### src/rtl/evm_pkg.sv
// Shared types and limits for the vote tally and the seven-segment display.
// Region encoding is consumed by the display, so its values are fixed.
package evm_pkg;

  localparam int unsigned CNT_W          = 29;
  localparam int unsigned MAX_COUNT      = 9999999;
  localparam int unsigned ARM_TIMEOUT    = 2000;
  localparam int unsigned LOCKOUT_CYCLES = 500;

  typedef enum logic [1:0] {
    TOTAL = 2'b00,
    DC    = 2'b01,
    MD    = 2'b10,
    VA    = 2'b11
  } region_e;

  typedef enum logic [1:0] {IDLE, ARMED, COMMIT, LOCKOUT} state_e;

  typedef enum logic {CAND_A, CAND_B} cand_e;

  // sw = {VA, MD, DC}; anything other than exactly one switch decodes to TOTAL (invalid)
  function automatic region_e region_decode(input logic [2:0] sw);
    case (sw)
      3'b001:  region_decode = DC;
      3'b010:  region_decode = MD;
      3'b100:  region_decode = VA;
      default: region_decode = TOTAL;
    endcase
  endfunction

  function automatic int unsigned max_u(input int unsigned a, input int unsigned b);
    max_u = (a > b) ? a : b;
  endfunction

endpackage

### src/rtl/evm_input_sync.sv
// Two-flop synchroniser for raw pins; buttons additionally get a registered
// rising-edge pulse (pin to pulse: 3 cycles), switches expose the level only.
module evm_input_sync #(
  parameter int NB = 3,
  parameter int NS = 3
) (
  input  logic          clk,
  input  logic          rst_n,
  input  logic [NB-1:0] btn_i,
  input  logic [NS-1:0] sw_i,
  output logic [NB-1:0] btn_rise_o,
  output logic [NS-1:0] sw_lvl_o
);

  logic [NB+NS-1:0] meta_q, sync_q;
  logic [NB-1:0]    prev_q, rise_q;

  always_ff @(posedge clk or negedge rst_n) begin
    if (!rst_n) begin
      meta_q <= '0;
      sync_q <= '0;
      prev_q <= '0;
      rise_q <= '0;
    end else begin
      meta_q <= {sw_i, btn_i};
      sync_q <= meta_q;
      prev_q <= sync_q[NB-1:0];
      rise_q <= sync_q[NB-1:0] & ~prev_q;
    end
  end

  assign btn_rise_o = rise_q;
  assign sw_lvl_o   = sync_q[NB+NS-1:NB];

endmodule

### src/rtl/vote_tally.sv
// Turns button presses into committed, region-tagged votes and keeps the 12
// display counters; select -> confirm -> lockout FSM with saturation at MAX_COUNT.
module vote_tally #(
  parameter int unsigned MAX_COUNT      = evm_pkg::MAX_COUNT,
  parameter int unsigned ARM_TIMEOUT    = evm_pkg::ARM_TIMEOUT,
  parameter int unsigned LOCKOUT_CYCLES = evm_pkg::LOCKOUT_CYCLES
) (
  input  logic                      clk,
  input  logic                      rst_n,
  input  logic                      btn_A,
  input  logic                      btn_B,
  input  logic                      btn_confirm,
  input  logic                      DC_sel,
  input  logic                      MD_sel,
  input  logic                      VA_sel,
  input  logic                      clear_votes,
  output logic [evm_pkg::CNT_W-1:0] counter_A,
  output logic [evm_pkg::CNT_W-1:0] counter_B,
  output logic [evm_pkg::CNT_W-1:0] counter_total,
  output logic [evm_pkg::CNT_W-1:0] counter_DC_A,
  output logic [evm_pkg::CNT_W-1:0] counter_DC_B,
  output logic [evm_pkg::CNT_W-1:0] counter_DC_total,
  output logic [evm_pkg::CNT_W-1:0] counter_MD_A,
  output logic [evm_pkg::CNT_W-1:0] counter_MD_B,
  output logic [evm_pkg::CNT_W-1:0] counter_MD_total,
  output logic [evm_pkg::CNT_W-1:0] counter_VA_A,
  output logic [evm_pkg::CNT_W-1:0] counter_VA_B,
  output logic [evm_pkg::CNT_W-1:0] counter_VA_total,
  output logic                      vote_accepted,
  output logic                      vote_rejected,
  output logic                      busy
);
  import evm_pkg::*;

  localparam int          TMR_W     = $clog2(evm_pkg::max_u(ARM_TIMEOUT, LOCKOUT_CYCLES) + 1);
  localparam logic [TMR_W-1:0] ARM_LAST  = TMR_W'(ARM_TIMEOUT - 1);
  localparam logic [TMR_W-1:0] LOCK_LAST = TMR_W'(LOCKOUT_CYCLES - 1);

  logic [2:0] btn_rise, sw_lvl;
  logic       rise_a, rise_b, rise_c, one_cand;

  evm_input_sync #(.NB(3), .NS(3)) u_sync (
    .clk        (clk),
    .rst_n      (rst_n),
    .btn_i      ({btn_confirm, btn_B, btn_A}),
    .sw_i       ({VA_sel, MD_sel, DC_sel}),
    .btn_rise_o (btn_rise),
    .sw_lvl_o   (sw_lvl)
  );

  assign rise_a   = btn_rise[0];
  assign rise_b   = btn_rise[1];
  assign rise_c   = btn_rise[2];
  assign one_cand = rise_a ^ rise_b;

  state_e            state_q;
  cand_e             choice_q;
  logic [TMR_W-1:0]  timer_q;
  logic              acc_q, rej_q, busy_q;
  logic [CNT_W-1:0]  total_q;
  region_e           rgn;
  logic              accept, commit_en, clr;

  assign rgn       = region_decode(sw_lvl);
  // total bounds every other counter, so this one compare guards them all
  assign accept    = (rgn != TOTAL) && (total_q < CNT_W'(MAX_COUNT));
  assign commit_en = (state_q == COMMIT) && accept;
  assign clr       = (state_q == IDLE) && clear_votes;

  always_ff @(posedge clk or negedge rst_n) begin
    if (!rst_n) begin
      state_q  <= IDLE;
      choice_q <= CAND_A;
      timer_q  <= '0;
      acc_q    <= 1'b0;
      rej_q    <= 1'b0;
      busy_q   <= 1'b0;
    end else begin
      acc_q <= 1'b0;
      rej_q <= 1'b0;
      case (state_q)
        IDLE: begin
          if (one_cand) begin
            choice_q <= rise_a ? CAND_A : CAND_B;
            timer_q  <= '0;
            state_q  <= ARMED;
            busy_q   <= 1'b1;
          end
        end
        ARMED: begin
          if (rise_c) begin
            state_q <= COMMIT;
          end else if (one_cand && ((rise_a ? CAND_A : CAND_B) != choice_q)) begin
            choice_q <= rise_a ? CAND_A : CAND_B;
            timer_q  <= '0;
          end else if (timer_q == ARM_LAST) begin
            rej_q   <= 1'b1;
            state_q <= IDLE;
            busy_q  <= 1'b0;
          end else begin
            timer_q <= timer_q + 1'b1;
          end
        end
        COMMIT: begin
          if (accept) begin
            acc_q   <= 1'b1;
            timer_q <= '0;
            state_q <= LOCKOUT;
          end else begin
            rej_q   <= 1'b1;
            state_q <= IDLE;
            busy_q  <= 1'b0;
          end
        end
        LOCKOUT: begin
          if (timer_q == LOCK_LAST) begin
            state_q <= IDLE;
            busy_q  <= 1'b0;
          end else begin
            timer_q <= timer_q + 1'b1;
          end
        end
        default: begin
          state_q <= IDLE;
          busy_q  <= 1'b0;
        end
      endcase
    end
  end

  logic [2:0][1:0][CNT_W-1:0] rgn_cnt;
  logic [2:0][CNT_W-1:0]      rgn_tot;
  logic [1:0][CNT_W-1:0]      nat_cnt;

  for (genvar r = 0; r < 3; r++) begin : g_rgn
    logic             hit;
    logic [CNT_W-1:0] tot_q;
    assign hit = commit_en && (rgn == region_e'(2'(r + 1)));

    for (genvar c = 0; c < 2; c++) begin : g_cand
      logic [CNT_W-1:0] cnt_q;
      always_ff @(posedge clk or negedge rst_n) begin
        if (!rst_n)                                   cnt_q <= '0;
        else if (clr)                                 cnt_q <= '0;
        else if (hit && (choice_q == cand_e'(1'(c)))) cnt_q <= cnt_q + 1'b1;
      end
      assign rgn_cnt[r][c] = cnt_q;
    end

    always_ff @(posedge clk or negedge rst_n) begin
      if (!rst_n)   tot_q <= '0;
      else if (clr) tot_q <= '0;
      else if (hit) tot_q <= tot_q + 1'b1;
    end
    assign rgn_tot[r] = tot_q;
  end

  for (genvar c = 0; c < 2; c++) begin : g_nat
    logic [CNT_W-1:0] cnt_q;
    always_ff @(posedge clk or negedge rst_n) begin
      if (!rst_n)                                         cnt_q <= '0;
      else if (clr)                                       cnt_q <= '0;
      else if (commit_en && (choice_q == cand_e'(1'(c)))) cnt_q <= cnt_q + 1'b1;
    end
    assign nat_cnt[c] = cnt_q;
  end

  always_ff @(posedge clk or negedge rst_n) begin
    if (!rst_n)         total_q <= '0;
    else if (clr)       total_q <= '0;
    else if (commit_en) total_q <= total_q + 1'b1;
  end

  assign counter_A        = nat_cnt[0];
  assign counter_B        = nat_cnt[1];
  assign counter_total    = total_q;
  assign counter_DC_A     = rgn_cnt[0][0];
  assign counter_DC_B     = rgn_cnt[0][1];
  assign counter_DC_total = rgn_tot[0];
  assign counter_MD_A     = rgn_cnt[1][0];
  assign counter_MD_B     = rgn_cnt[1][1];
  assign counter_MD_total = rgn_tot[1];
  assign counter_VA_A     = rgn_cnt[2][0];
  assign counter_VA_B     = rgn_cnt[2][1];
  assign counter_VA_total = rgn_tot[2];
  assign vote_accepted    = acc_q;
  assign vote_rejected    = rej_q;
  assign busy             = busy_q;

endmodule

### config.mk
export PLATFORM = sky130hd
export DESIGN_NAME = vote_tally
export DESIGN_NICKNAME = d
export VERILOG_FILES = /design/src/rtl/evm_pkg.sv /design/src/rtl/evm_input_sync.sv /design/src/rtl/vote_tally.sv
export SDC_FILE = /design/constraint.sdc
export NUM_CORES = 1
export LEC_CHECK = 0
export CORE_MARGIN = 2
export CORE_UTILIZATION = 53
export DETAILED_ROUTE_END_ITERATION = 8
export GPL_ROUTABILITY_DRIVEN = 0
export PLACE_DENSITY = 0.8
export SLEW_MARGIN = 20
export SYNTH_ARGS = -nofsm -noshare
export SYNTH_HDL_FRONTEND = slang
export SYNTH_HIERARCHICAL = 1
export SYNTH_SLANG_ARGS = --single-unit
### constraint.sdc
create_clock -name clk -period 3.7 [get_ports clk]
set_clock_uncertainty 0.2 [all_clocks]
set_input_delay 0.555 -clock clk [delete_from_list [all_inputs] [get_ports clk]]
set_output_delay 0.555 -clock clk [all_outputs]
set_load 0.005 [all_outputs]
# Yosys cells after proc, flatten, opt, wreduce, memory -nomap -nowiden
# Cells that the tools add are included.
# W data, S select, Z words.
# word_totals
inputBits	9
out_inout_bits	351
register_bits	383
# op_classes
bitwise_logic	4
muxes	58
n_eq_ne	24
order_cmp	1
n_reduce_logical	34
add_sub_neg	13
# ops
op	count
$mux W29	24
$add A29 B1 Y29 const B	12
$mux W11	6
$pmux W11 S4	1
$lt A29 B24 Y1 const B	1
$reduce_bool A2 Y1	14
$ne A2 B2 Y1 const B	9
$mux W1	16
$logic_and A1 B1 Y1	15
$mux W2	6
$add A11 B1 Y11 const B	1
$eq A11 B11 Y1 const B	1
$eq A11 B9 Y1 const B	1
$eq A2 B2 Y1 const B	4
$pmux W2 S4	1
$reduce_and A4 Y1	2
$ne A3 B2 Y1 const B	2
$pmux W2 S3	1
$reduce_and A6 Y1	1
$reduce_and A5 Y1	1
$eq A2 B1 Y1 const B	2
$pmux W1 S2	2
$pmux W1 S4	1
$and A3 B3 Y3	1
9 further kinds	9

# Longest topological paths before layout
# Gate-level depths: netlist of the first run.
# depth
word_depth	9
mapped_depth	11
mapped_depth_nobuf	8

# Cells and area by module
# The synthesis of the first run kept the hierarchy.
# by_module_without_submodules
mod	area_per_inst_um2	instances	seq_area_each_um2	cells_per_inst
vote_tally	19354.8	1	9133.8	2155
evm_input_sync	514.2	1	450.4	24

# Worst setup path before layout of the first run
# No wires, ideal clock.
# synth_path
path_kind	reg-to-reg
from	reg total_q[27] (netlist: counter_total[27])
to	reg g_rgn[1].tot_q[27] (netlist: counter_MD_total[27])
setup_time_ps	120
path_stages_with_launch	9
setup_slack_ps	705
arrival_time_ps	2674
path_buffers	2
synth_period_minus_slack_ps	2995
cell_sequence	dfrtp_1 or4_4 or3b_1 buf_6 or4_4 buf_6 nor3_4 a31oi_1 a41o_1
# synth_between
elab_chain_cells	5
# synth_lines
item	line	source
start, declared	vote_tally.sv:60	logic [CNT_W-1:0] total_q;
start signal, assigned	vote_tally.sv:171	else if (commit_en) total_q <= total_q + 1'b1;
$lt A29 B24 Y1	vote_tally.sv:66	assign accept = (rgn != TOTAL) && (total_q < CNT_W'(MAX_COUNT));
$logic_and A1 B1 Y1	vote_tally.sv:66	
$logic_and A1 B1 Y1	vote_tally.sv:67	assign commit_en = (state_q == COMMIT) && accept;
$logic_and A1 B1 Y1	vote_tally.sv:138	assign hit = commit_en && (rgn == region_e'(2'(r + 1)));
$reduce_bool A2 Y1 (no source line)	n/a	
end signal, assigned	vote_tally.sv:153	else if (hit) tot_q <= tot_q + 1'b1;
end, declared	vote_tally.sv:137	logic [CNT_W-1:0] tot_q;
# Every way passes these cells.
# A chain may end at the register's enable or synchronous reset.

# Worst setup path after layout of the first run
# layout_path
from	reg total_q[27] (netlist: counter_total[27])
to	reg g_nat[0].cnt_q[15] (netlist: counter_A[15])
# layout_between
elab_chain_cells	5
# layout_lines
item	line	source
$lt A29 B24 Y1	vote_tally.sv:66	
$logic_and A1 B1 Y1	vote_tally.sv:66	
$logic_and A1 B1 Y1	vote_tally.sv:67	
$logic_and A1 B1 Y1	vote_tally.sv:163	else if (commit_en && (choice_q == cand_e'(1'(c)))) cnt_q <= cnt_q + 1'b1;
$reduce_bool A2 Y1 (no source line)	n/a	
end signal, assigned	vote_tally.sv:163	
end, declared	vote_tally.sv:159	logic [CNT_W-1:0] cnt_q;
# Every way passes these cells.

==> results of run 1 <==
[metal layers]
layer	track usage (%)	routed length, um	part of all wire (%)
met5	0	0	0
met4	12.03	2304	3.7
met3	6.164	4846	7.8
met2	50.99	29430	47
met1	42.82	25660	41
[metrics by stage]
stage               utilization (%)  total power, mW  setup slack (ps)  hold slack [ps]  cell area (um^2)
floorplan                         -            5.093             705.2            59.41             19870
CTS                           69.45            9.893             212.7            147.4             25550
global placement              65.54            5.560             333.9            133.4             24110
finish                        69.46            9.851             214.5            146.1             25550
global route                  69.45            10.17             21.34            154.5             25550
detailed placement            65.54            5.584             231.3            134.7             24110
[state kept, by name, summed over array words and instances, names as in the netlist, 2 cells and up]
name and count:
counter_A 29, counter_B 29, counter_DC_A 29, counter_DC_B 29, counter_DC_total 29, counter_MD_A 29
counter_MD_B 29, counter_MD_total 29, counter_VA_A 29, counter_VA_B 29, counter_VA_total 29, counter_total 29
state_q 2, timer_q 11, u_sync/btn_rise_o 3, u_sync/meta_q 6, u_sync/prev_q 3, u_sync/sync_q 6
[power by group]
part,total (mW),internal [mW],switching [mW]
clock network,4.33,2.58,1.75
logic,1.22,0.272,0.951
registers,4.30,4.24,0.0539
[Yosys cell counts (8+ instances only)]
cell                       instances
sky130_fd_sc_hd__nand3_1         125
sky130_fd_sc_hd__and2_1           27
sky130_fd_sc_hd__nor2_1          214
sky130_fd_sc_hd__buf_1             8
sky130_fd_sc_hd__nand4_1         118
sky130_fd_sc_hd__nor3_1           46
sky130_fd_sc_hd__nor3b_1           8
sky130_fd_sc_hd__or4_1            42
sky130_fd_sc_hd__o21a_1            8
sky130_fd_sc_hd__and4_1           16
sky130_fd_sc_hd__nand2_1         164
sky130_fd_sc_hd__ha_1             17
sky130_fd_sc_hd__o21ai_0         140
sky130_fd_sc_hd__clkbuf_1         89
sky130_fd_sc_hd__dfrtp_1         383
sky130_fd_sc_hd__buf_2            11
sky130_fd_sc_hd__mux2i_1           9
sky130_fd_sc_hd__a31oi_1           9
sky130_fd_sc_hd__o31ai_1          37
sky130_fd_sc_hd__inv_1            56
sky130_fd_sc_hd__and3_1           51
sky130_fd_sc_hd__a21oi_1         167
sky130_fd_sc_hd__xor2_1           71
sky130_fd_sc_hd__or3_1           130
sky130_fd_sc_hd__xnor2_1          89
sky130_fd_sc_hd__nor4_1           53
[cells by family (layout without fill, tap and decap cells)]
logic type	Yosys count	after routing	share of synthesized area [%]
XOR/XNOR	160	160	7.053
AO/OA/AOI/OAI	391	391	11.04
AND/OR/NAND/NOR	1048	1048	28.64
other	0	1	0
adder cells (fa/ha/maj)	17	17	1.071
flip-flops	383	383	48.24
buffers and inverters	169	541	3.394
multiplexers	11	11	0.5668
[cell type report]
class	instances	area, um^2
Fill cell	2803	11240
Multi-Input combinational cell	1627	9652
Sequential cell	383	9584
Timing Repair Buffer	409	4089
Clock buffer	59	1259
Tap cell	468	585.6
Inverter	56	210.2
Clock inverter	17	167.7
Antenna cell	1	2.502
[how the worst max path moves through the flow]
stage	cells past startpoint	start	slack, ps	endpoint
3_3_place_gp	6	counter_total[27]$_DFFE_PN0P_	330	counter_A[15]$_DFFE_PN0P_
6_report	6	counter_total[27]$_DFFE_PN0P_	210	counter_A[15]$_DFFE_PN0P_
2_1_floorplan	8	counter_total[27]$_DFFE_PN0P_	710	counter_MD_total[27]$_DFFE_PN0P_
5_1_grt	7	counter_total[27]$_DFFE_PN0P_	20	counter_MD_total[20]$_DFFE_PN0P_
3_5_place_dp	7	counter_total[27]$_DFFE_PN0P_	230	counter_VA_A[24]$_DFFE_PN0P_
4_1_cts	7	counter_total[27]$_DFFE_PN0P_	210	counter_VA_A[24]$_DFFE_PN0P_
[repair_timing]
action | CTS | global route
hold buffers | 1 | 0
setup endpoints to repair | 0 | 0
endpoints found under the hold margin | 40 | 0
==> results.yml, run 1 <==
routing:
  average_wire_per_standard_cell_um: 20.61
  detailroute.via_count: 18860
  detail_route.vias_per_cell: 6.245
  drt_wl_total_um: 62240
  drt_iter0_drc: 1628
  drcViolationCount: 0
  drtPass1Iterations: 6
  route.antenna.remaining_nets: 0
global_route:
  global_route_wire_length_before_repair_um: 99100
  vias_in_the_first_global_route: 18180
  grt_antenna_before_repair: 1
  grt_util_all_layers_pct: 31.75
  grt_overflow_total: 0
  grt_start_max_net_pins: 214
worst_setup_path:
  startpoint_type: "register"
  path_cells: "or4_4 > or3b_1 > nor4_4 > nand3_1 > or4_1 > a21oi_1"
  worst_path_dominant_cell_family: "simple AND/OR/NAND/NOR gates"
  timing.critical_path.required_ps: 3960
  critical_path.max_stage_delay_ps: 600
  timing.reg2reg.worst_path_depth: 6
  worst_path_buf_inv: 0
  timing.critical_path.arrival_ps: 3750
  r2r_setup_slack_ps: 210
  critical_path.max_fanout: 12
  cp-end-kind: "register"
  timing.rr.start: "counter_total[27]$_DFFE_PN0P_"
  crit_path_top_delay_cell: "sky130_fd_sc_hd__or4_1"
  r2r-end: "counter_A[15]$_DFFE_PN0P_"
  timing.setup.critical_path_class: "register to register"
run:
  max_cap_violations: 0
sta:
  grt_setup_unrepaired: "no"
  final.period_utilization_pct: 94.20
  report.final.slew_viol_count: 0
  layout_min_cycle_time_ps: 3485
  fmax_mhz: 286.9
  worst_slew_pin_slew_ps: 1088
  finalHoldViolCount: 0
  final.setup.tns_ps: 0
  slew_headroom_pct: 27.46
  report.final.setup_viol: 0
floorplanning:
  fp.coreArea_mm2: 0.03679
  dieHeight_um: 197.6
  num_io_pins: 360
  die_width_um: 197.6
  number_of_standard_cell_rows_in_the_floorplan: 70
  dieArea_mm2: 0.03905
  start_util_pct: 54.01
min_path:
  min_path_type: "register to register"
  hold_start: "u_sync/meta_q[1]$_DFF_PN0_"
  timing.hold.worst_path_depth: 0
  worstHoldEndpoint: "u_sync/sync_q[1]$_DFF_PN0_"
place:
  placedCellCount: 2942
  dpl.hpwl_um: 43320
  io_buffer_count: 359
cells_and_area:
  final_cell_count_no_fill: 3020
  syn_to_final_growth_pct: 28.59
  layout_commonest_cell: "sky130_fd_sc_hd__dfrtp_1"
  layout-drive-gt1-share_pct: 6.037
  most-common-layout-cells: "sky130_fd_sc_hd__dfrtp_1, sky130_fd_sc_hd__clkdlybuf4s50_1, sky130_fd_sc_hd__nor2_1"
  nets: 2546
synthesis:
  synth.top_cell.area_share_pct: 48.24
  synth_top_cells_by_area: "sky130_fd_sc_hd__dfrtp_1, sky130_fd_sc_hd__a21oi_1, sky130_fd_sc_hd__or3_1"
  ys.flop_type: "sky130_fd_sc_hd__dfrtp_1"
  synth.net_count: 2205
  yosysWarnings: 6
  seq_area_frac_synth_pct: 48.24
  syn_area_per_cell_um2: 9.118
  synth-async-reset-ratio_pct: 100.0
  yosys.cell_types.count: 64
  post_synth_edffs: 0
  synth-seq-cells: 383
  post_synth_instance_area_mm2: 0.01987
  synth_top_area_cell: "sky130_fd_sc_hd__dfrtp_1"
  netlist_instances: 2179
clock_network:
  clock_insertion_delay_worst_skew_ps: 550
  max-clock-path-buffers: 3
  numCtsBuffers: 43
  clock_tree.htree_level_count: 2
  post-cts-setup-buffer-count: 0
  cts.repair.resized: 0
  cts.clk_slew.worst_paths_ps: 60
  ctsRootBufferMaster: "sky130_fd_sc_hd__clkbuf_16"
  cts_tree: "yes"
  cts_sinks: 383
status:
  outcome: "completed"
pwr:
  p_per_area_mw_per_mm2: 385.6
  vdd_drop_max_uv: 385.3
  power.leakage_nw: 10.01
(Power assumes the default switching activity.)
==> run 2, diff against run 1 <==
GPL_TIMING_DRIVEN = 0   (was not set)
==> run 2 against run 1 <==
  * Clock-buffer cell count rose by 5
  * Global-route usage rose by 3.3 points
  * Sequential share of layout area fell by 0.37 points
  * Register-to-register slack got worse by 130 ps
  * Fmax fell by 3.5%
  * Worst hold slack improved by 2.8 ps
  * Die area did not move
  * Clock power rose by 2%
  * Combinational power rose by 25%
  * Worst setup slack got worse by 130 ps
  * Critical path type unchanged
==> results.yml, run 2 (synthesis results as in run 1) <==
routing:
  route.antenna.remaining_nets: 0
  detail_route.vias_per_cell: 6.361
  detailroute.via_count: 19700
  drt_iter0_drc: 1832
  drt_wl_total_um: 69150
  drcViolationCount: 0
  drtPass1Iterations: 6
  average_wire_per_standard_cell_um: 22.33
global_route:
  grt_antenna_before_repair: 0
  grt_util_all_layers_pct: 35.04
  grt_start_max_net_pins: 99
  vias_in_the_first_global_route: 18850
  global_route_wire_length_before_repair_um: 107200
  grt_overflow_total: 0
worst_setup_path:
  timing.setup.critical_path_class: "register to register"
  timing.critical_path.arrival_ps: 3840
  timing.reg2reg.worst_path_depth: 8
  timing.rr.start: "counter_total[11]$_DFFE_PN0P_"
  timing.critical_path.required_ps: 3930
  r2r-end: "timer_q[8]$_DFFE_PN0P_"
  startpoint_type: "register"
  endpoint: "timer_q[8]$_DFFE_PN0P_"
  r2r_setup_slack_ps: 90
  crit_start: "counter_total[11]$_DFFE_PN0P_"
  cp-end-kind: "register"
  critical_path.max_fanout: 10
cells_and_area:
  fillers: 2760
  most-common-layout-cells: "sky130_fd_sc_hd__dfrtp_1, sky130_fd_sc_hd__clkdlybuf4s50_1, sky130_fd_sc_hd__nor2_1"
  nets: 2623
  syn_to_final_growth_pct: 29.87
  insertedDiodeCount: 0
  final_cell_count_no_fill: 3097
  layout_commonest_cell: "sky130_fd_sc_hd__dfrtp_1"
  layout-drive-gt1-share_pct: 5.439
pwr:
  vdd_drop_max_uv: 376.5
  p_per_area_mw_per_mm2: 396.0
  finalPower_mw: 10.22
  power.leakage_nw: 10.05
min_path:
  min_path_type: "register to register"
  timing.hold.worst_path_depth: 0
clock_network:
  cts_sinks: 383
  cts_tree: "yes"
  ctsRootBufferMaster: "sky130_fd_sc_hd__clkbuf_16"
  numCtsBuffers: 42
  max-clock-path-buffers: 3
  clock_insertion_delay_worst_skew_ps: 550
  cts.clk_slew.worst_paths_ps: 70
  clock_tree.htree_level_count: 2
place:
  dpl.hpwl_um: 49430
  placedCellCount: 3010
  io_buffer_count: 359
floorplanning:
  die_width_um: 197.6
  dieArea_mm2: 0.03905
  fp.coreArea_mm2: 0.03679
  number_of_standard_cell_rows_in_the_floorplan: 70
  start_util_pct: 54.01
  dieHeight_um: 197.6
  num_io_pins: 360
sta:
  hold-worst-slack_ps: 148.9
  worst_slew_pin_slew_ps: 1162
  fmax_mhz: 277.0
  layout_min_cycle_time_ps: 3611
  slew_headroom_pct: 22.54
  report.final.slew_viol_count: 0
  final.period_utilization_pct: 97.59
  report.final.setup_viol: 0
  grt_setup_unrepaired: "no"
  finalHoldViolCount: 0
status:
  outcome: "completed"
run:
  max_cap_violations: 0
==> run 2: per-stage QoR <==
| step | worst slack, ps | setup TNS, ps | util, % | cell area (um^2) |
|---|---|---|---|---|
| 2_1_floorplan | 705.2 | 0 | - | 19870 |
| 3_3_place_gp | -15140 | -5801710 | 65.37 | 24050 |
| 3_5_place_dp | -373.9 | -17890 | 65.73 | 24180 |
| 4_1_cts | 43.03 | 0 | 69.88 | 25710 |
| 5_1_grt | 4.345 | 0 | 70.15 | 25800 |
| 6_report | 89.35 | 0 | 70.15 | 25800 |
==> run 2: cell type report <==
type	instances	area [um^2]	area share, %
sequential	383	9584	37.14
inverter	56	210.2	0.8146
clock inverter	12	146.4	0.5673
buffer	112	476.7	1.847
tap	468	585.6	2.269
multi-input combinational	1627	9689	37.55
timing repair buffer	375	3814	14.78
clock buffer	64	1297	5.028
==> run 2: power breakdown <==
| group | switching (mW) | internal, mW |
|---|---|---|
| combinational | 1.23 | 0.291 |
| sequential | 0.0493 | 4.24 |
| clock | 1.78 | 2.63 |
==> run 2: layer usage <==
layer	track usage, %	up-vias	share of wire [%]
li1	-	8735	-
met2	55.37	1065	46
met3	6.847	219	9.6
met4	16.49	0	5.2
met1	46.69	9681	39
met5	0	-	0
==> run 2: repair_timing <==
item / CTS / global route
endpoints found under the hold margin: 17 / 0
gates cloned: 0 / 0
hold buffers: 1 / 0
setup buffers: 6 / 5
resized for setup: 6 / 21
setup endpoints to repair: 121 / 119
pin swaps: 3 / 3
==> run 2: how the worst min path moves through the flow <==
| stage | start | end |
|---|---|---|
| after floorplan | rst_n | busy$_DFFE_PN0P_ |
| after global placement | u_sync/meta_q[0]$_DFF_PN0_ | u_sync/sync_q[0]$_DFF_PN0_ |
| after detailed placement | u_sync/meta_q[3]$_DFF_PN0_ | u_sync/sync_q[3]$_DFF_PN0_ |
| after CTS | u_sync/meta_q[3]$_DFF_PN0_ | u_sync/sync_q[3]$_DFF_PN0_ |
| after global routing | u_sync/meta_q[2]$_DFF_PN0_ | u_sync/sync_q[2]$_DFF_PN0_ |
| final | u_sync/meta_q[4]$_DFF_PN0_ | u_sync/sync_q[4]$_DFF_PN0_ |
==> run 2: worst max-delay path: stages, from the launching register on <==
cell and delay (ps):
sky130_fd_sc_hd__dfrtp_1 450, sky130_fd_sc_hd__nor3_1 370, sky130_fd_sc_hd__o31ai_1 180, sky130_fd_sc_hd__nand4_1 200
sky130_fd_sc_hd__clkbuf_1 730, sky130_fd_sc_hd__a31oi_1 410, sky130_fd_sc_hd__or3_1 440, sky130_fd_sc_hd__buf_2 190
sky130_fd_sc_hd__o41ai_1 320
==> run 3, diff against run 2 <==
CTS_CLUSTER_SIZE = 25   (was not set)
PLACE_DENSITY = 0.89   (was 0.8)
==> run 3 against run 2 <==
  * First-iteration DRC count up 8.1%
  * Critical endpoint is now counter_MD_total[9]$_DFFE_PN0P_
  * Power is 1.9% higher
  * Global-route usage increased by 1.1 points
  * Largest power group unchanged
  * Die area stayed put
  * Non-clock buffer count fell by 3
  * Via count up 2.5%
  * Combinational power about the same
  * Clock-buffer cell count rose by 3
  * Critical path depth is 1 lower
==> results.yml, run 3 (synthesis results as in run 1) <==
global_route:
  vias_in_the_first_global_route: 19560
  grt_util_all_layers_pct: 36.11
  grt_start_max_net_pins: 100
  global_route_wire_length_before_repair_um: 109500
  grt_antenna_before_repair: 0
  grt_overflow_total: 0
worst_setup_path:
  timing.critical_path.required_ps: 3880
  worst_path_buf_inv: 1
  cp-end-kind: "register"
  timing.critical_path.arrival_ps: 3850
  timing.setup.critical_path_class: "register to register"
  crit_path_top_delay_cell: "sky130_fd_sc_hd__nor4_4"
  critical_path.max_fanout: 10
  path_cells: "or4_4 > or2_2 > nor4_4 > clkbuf_1 > nor3_1 > xnor2_1 > nor2_1"
  critical_path.max_stage_delay_ps: 840
  startpoint_type: "register"
  worst_path_dominant_cell_family: "simple AND/OR/NAND/NOR gates"
pwr:
  switching_share_pct: 29.27
  sequentialPowerShare_pct: 41.2
  power.leakage_nw: 10.10
  p_per_area_mw_per_mm2: 402.6
  vdd_drop_max_uv: 323.3
  internal-power_mw: 7.364
  clock_group_share_of_total_power_pct: 44.0
  combPwrFrac_pct: 14.8
  total_switching_power_mw: 3.047
sta:
  report.final.slew_viol_count: 0
  worst_slew_pin_slew_ps: 1098
  report.final.setup_viol: 0
  hold-worst-slack_ps: 149.1
  fmax_mhz: 272.6
  finalHoldViolCount: 0
  final.setup.tns_ps: 0
  grt_setup_unrepaired: "yes"
  layout_min_cycle_time_ps: 3669
  final.period_utilization_pct: 99.16
  slew_headroom_pct: 25.82
clock_network:
  cts.clk_slew.worst_paths_ps: 60
  cts_tree: "yes"
  clock_tree.htree_level_count: 2
  ctsRootBufferMaster: "sky130_fd_sc_hd__clkbuf_16"
  cts_sinks: 383
  numCtsBuffers: 42
  clock_insertion_delay_worst_skew_ps: 540
  max-clock-path-buffers: 3
cells_and_area:
  fillers: 2680
  final_util_pct: 70.31
  layout_commonest_cell: "sky130_fd_sc_hd__dfrtp_1"
  syn_to_final_growth_pct: 30.16
  most-common-layout-cells: "sky130_fd_sc_hd__dfrtp_1, sky130_fd_sc_hd__clkdlybuf4s50_1, sky130_fd_sc_hd__nor2_1"
  layout-drive-gt1-share_pct: 5.710
  nets: 2620
place:
  io_buffer_count: 359
  dpl.hpwl_um: 50780
floorplanning:
  fp.coreArea_mm2: 0.03679
  die_width_um: 197.6
  number_of_standard_cell_rows_in_the_floorplan: 70
  dieArea_mm2: 0.03905
  dieHeight_um: 197.6
  num_io_pins: 360
  start_util_pct: 54.01
min_path:
  min_path_type: "register to register"
status:
  outcome: "completed"
routing:
  drt_wl_total_um: 71730
  drtPass1Iterations: 6
  average_wire_per_standard_cell_um: 23.16
  detail_route.vias_per_cell: 6.521
  drt_iter0_drc: 1980
  detailroute.via_count: 20190
  drcViolationCount: 0
  route.antenna.remaining_nets: 0
run:
  max_cap_violations: 0
## run 3: changes by cell type in the layout (fill, tap and decap cells not counted), sizes merged
cell	previous run	this run
buf	40	35
bufinv	3	5
clkbuf	151	157
clkdlybuf4s15	1	0
clkinvlp	3	0
diode	0	2
inv	57	56
## run 3: power by group through the flow
| stage | clock, mW | combinational (mW) | sequential, mW |
|---|---|---|---|
| after global routing | 4.76 | 1.62 | 4.29 |
| after floorplan | 0 | 0.737 | 4.36 |
| final | 4.58 | 1.54 | 4.29 |
| after CTS | 4.59 | 1.49 | 4.29 |
| after detailed placement | 0 | 1.47 | 4.36 |
| after global placement | 0 | 1.43 | 4.37 |
## run 3: area by class of cell
type                            instances  area [um^2]  share of cell area, %
Multi-Input combinational cell       1627         9679                  37.43
Timing Repair Buffer                  372         3804                  14.71
Antenna cell                            2        5.005                0.01935
Inverter                               56        210.2                 0.8128
Clock buffer                           67         1339                  5.177
Buffer                                112        480.5                  1.858
Clock inverter                         10        175.2                 0.6773
Tap cell                              468        585.6                  2.264
Sequential cell                       383         9584                  37.06
## run 3: path summary, 6_finish.rpt
check | from | end | slack [ps] | cells past startpoint
hold reg to reg | u_sync/meta_q[2]$_DFF_PN0_ | u_sync/sync_q[2]$_DFF_PN0_ | 150 | 0
hold / removal | u_sync/meta_q[2]$_DFF_PN0_ | u_sync/sync_q[2]$_DFF_PN0_ | 150 | 0
max in group asynchronous | rst_n | counter_MD_A[14]$_DFFE_PN0P_ | 1740 | 4
setup / recovery | counter_total[27]$_DFFE_PN0P_ | counter_MD_total[9]$_DFFE_PN0P_ | 30 | 7
setup reg to reg | counter_total[27]$_DFFE_PN0P_ | counter_MD_total[9]$_DFFE_PN0P_ | 30 | 7
min in group asynchronous | rst_n | counter_DC_B[9]$_DFFE_PN0P_ | 290 | 2
## run 3: stage by stage
stage                     instances  power, mW  area, um^2  setup WS [ps]
after detailed placement       3010      5.836       24180         -377.7
final                          3097      10.41       25860          31.01
after CTS                      3092      10.36       25780          4.039
after floorplan                2179      5.093       19870          705.2
after global placement         3006      5.797       24050         -14850
after global routing           3095      10.67       25860         -16.65
## run 3: what timing repair did
item                                    CTS  global route
endpoints found under the setup margin  135           127
gates resized for setup                   9            22
hold buffers                              1             0
buffers inserted                          4             4
endpoints found under the hold margin    36             0
gates cloned                              0             0
pin swaps                                 2             3
## run 3: worst register-to-register path: stages (launching register included)
cell and delay (ps):
sky130_fd_sc_hd__dfrtp_1 390, sky130_fd_sc_hd__or4_4 620, sky130_fd_sc_hd__or2_2 380, sky130_fd_sc_hd__nor4_4 840, sky130_fd_sc_hd__clkbuf_1 610, sky130_fd_sc_hd__nor3_1 200, sky130_fd_sc_hd__xnor2_1 210, sky130_fd_sc_hd__nor2_1 60
## run 3: per-layer routing
layer	vias up	wire length, um	global-route usage, %
li1	8727	-	-
met3	275	7718	8.554
met1	9864	26490	45.23
met2	1328	33100	57.28
met4	0	4418	21.19
met5	-	0	0
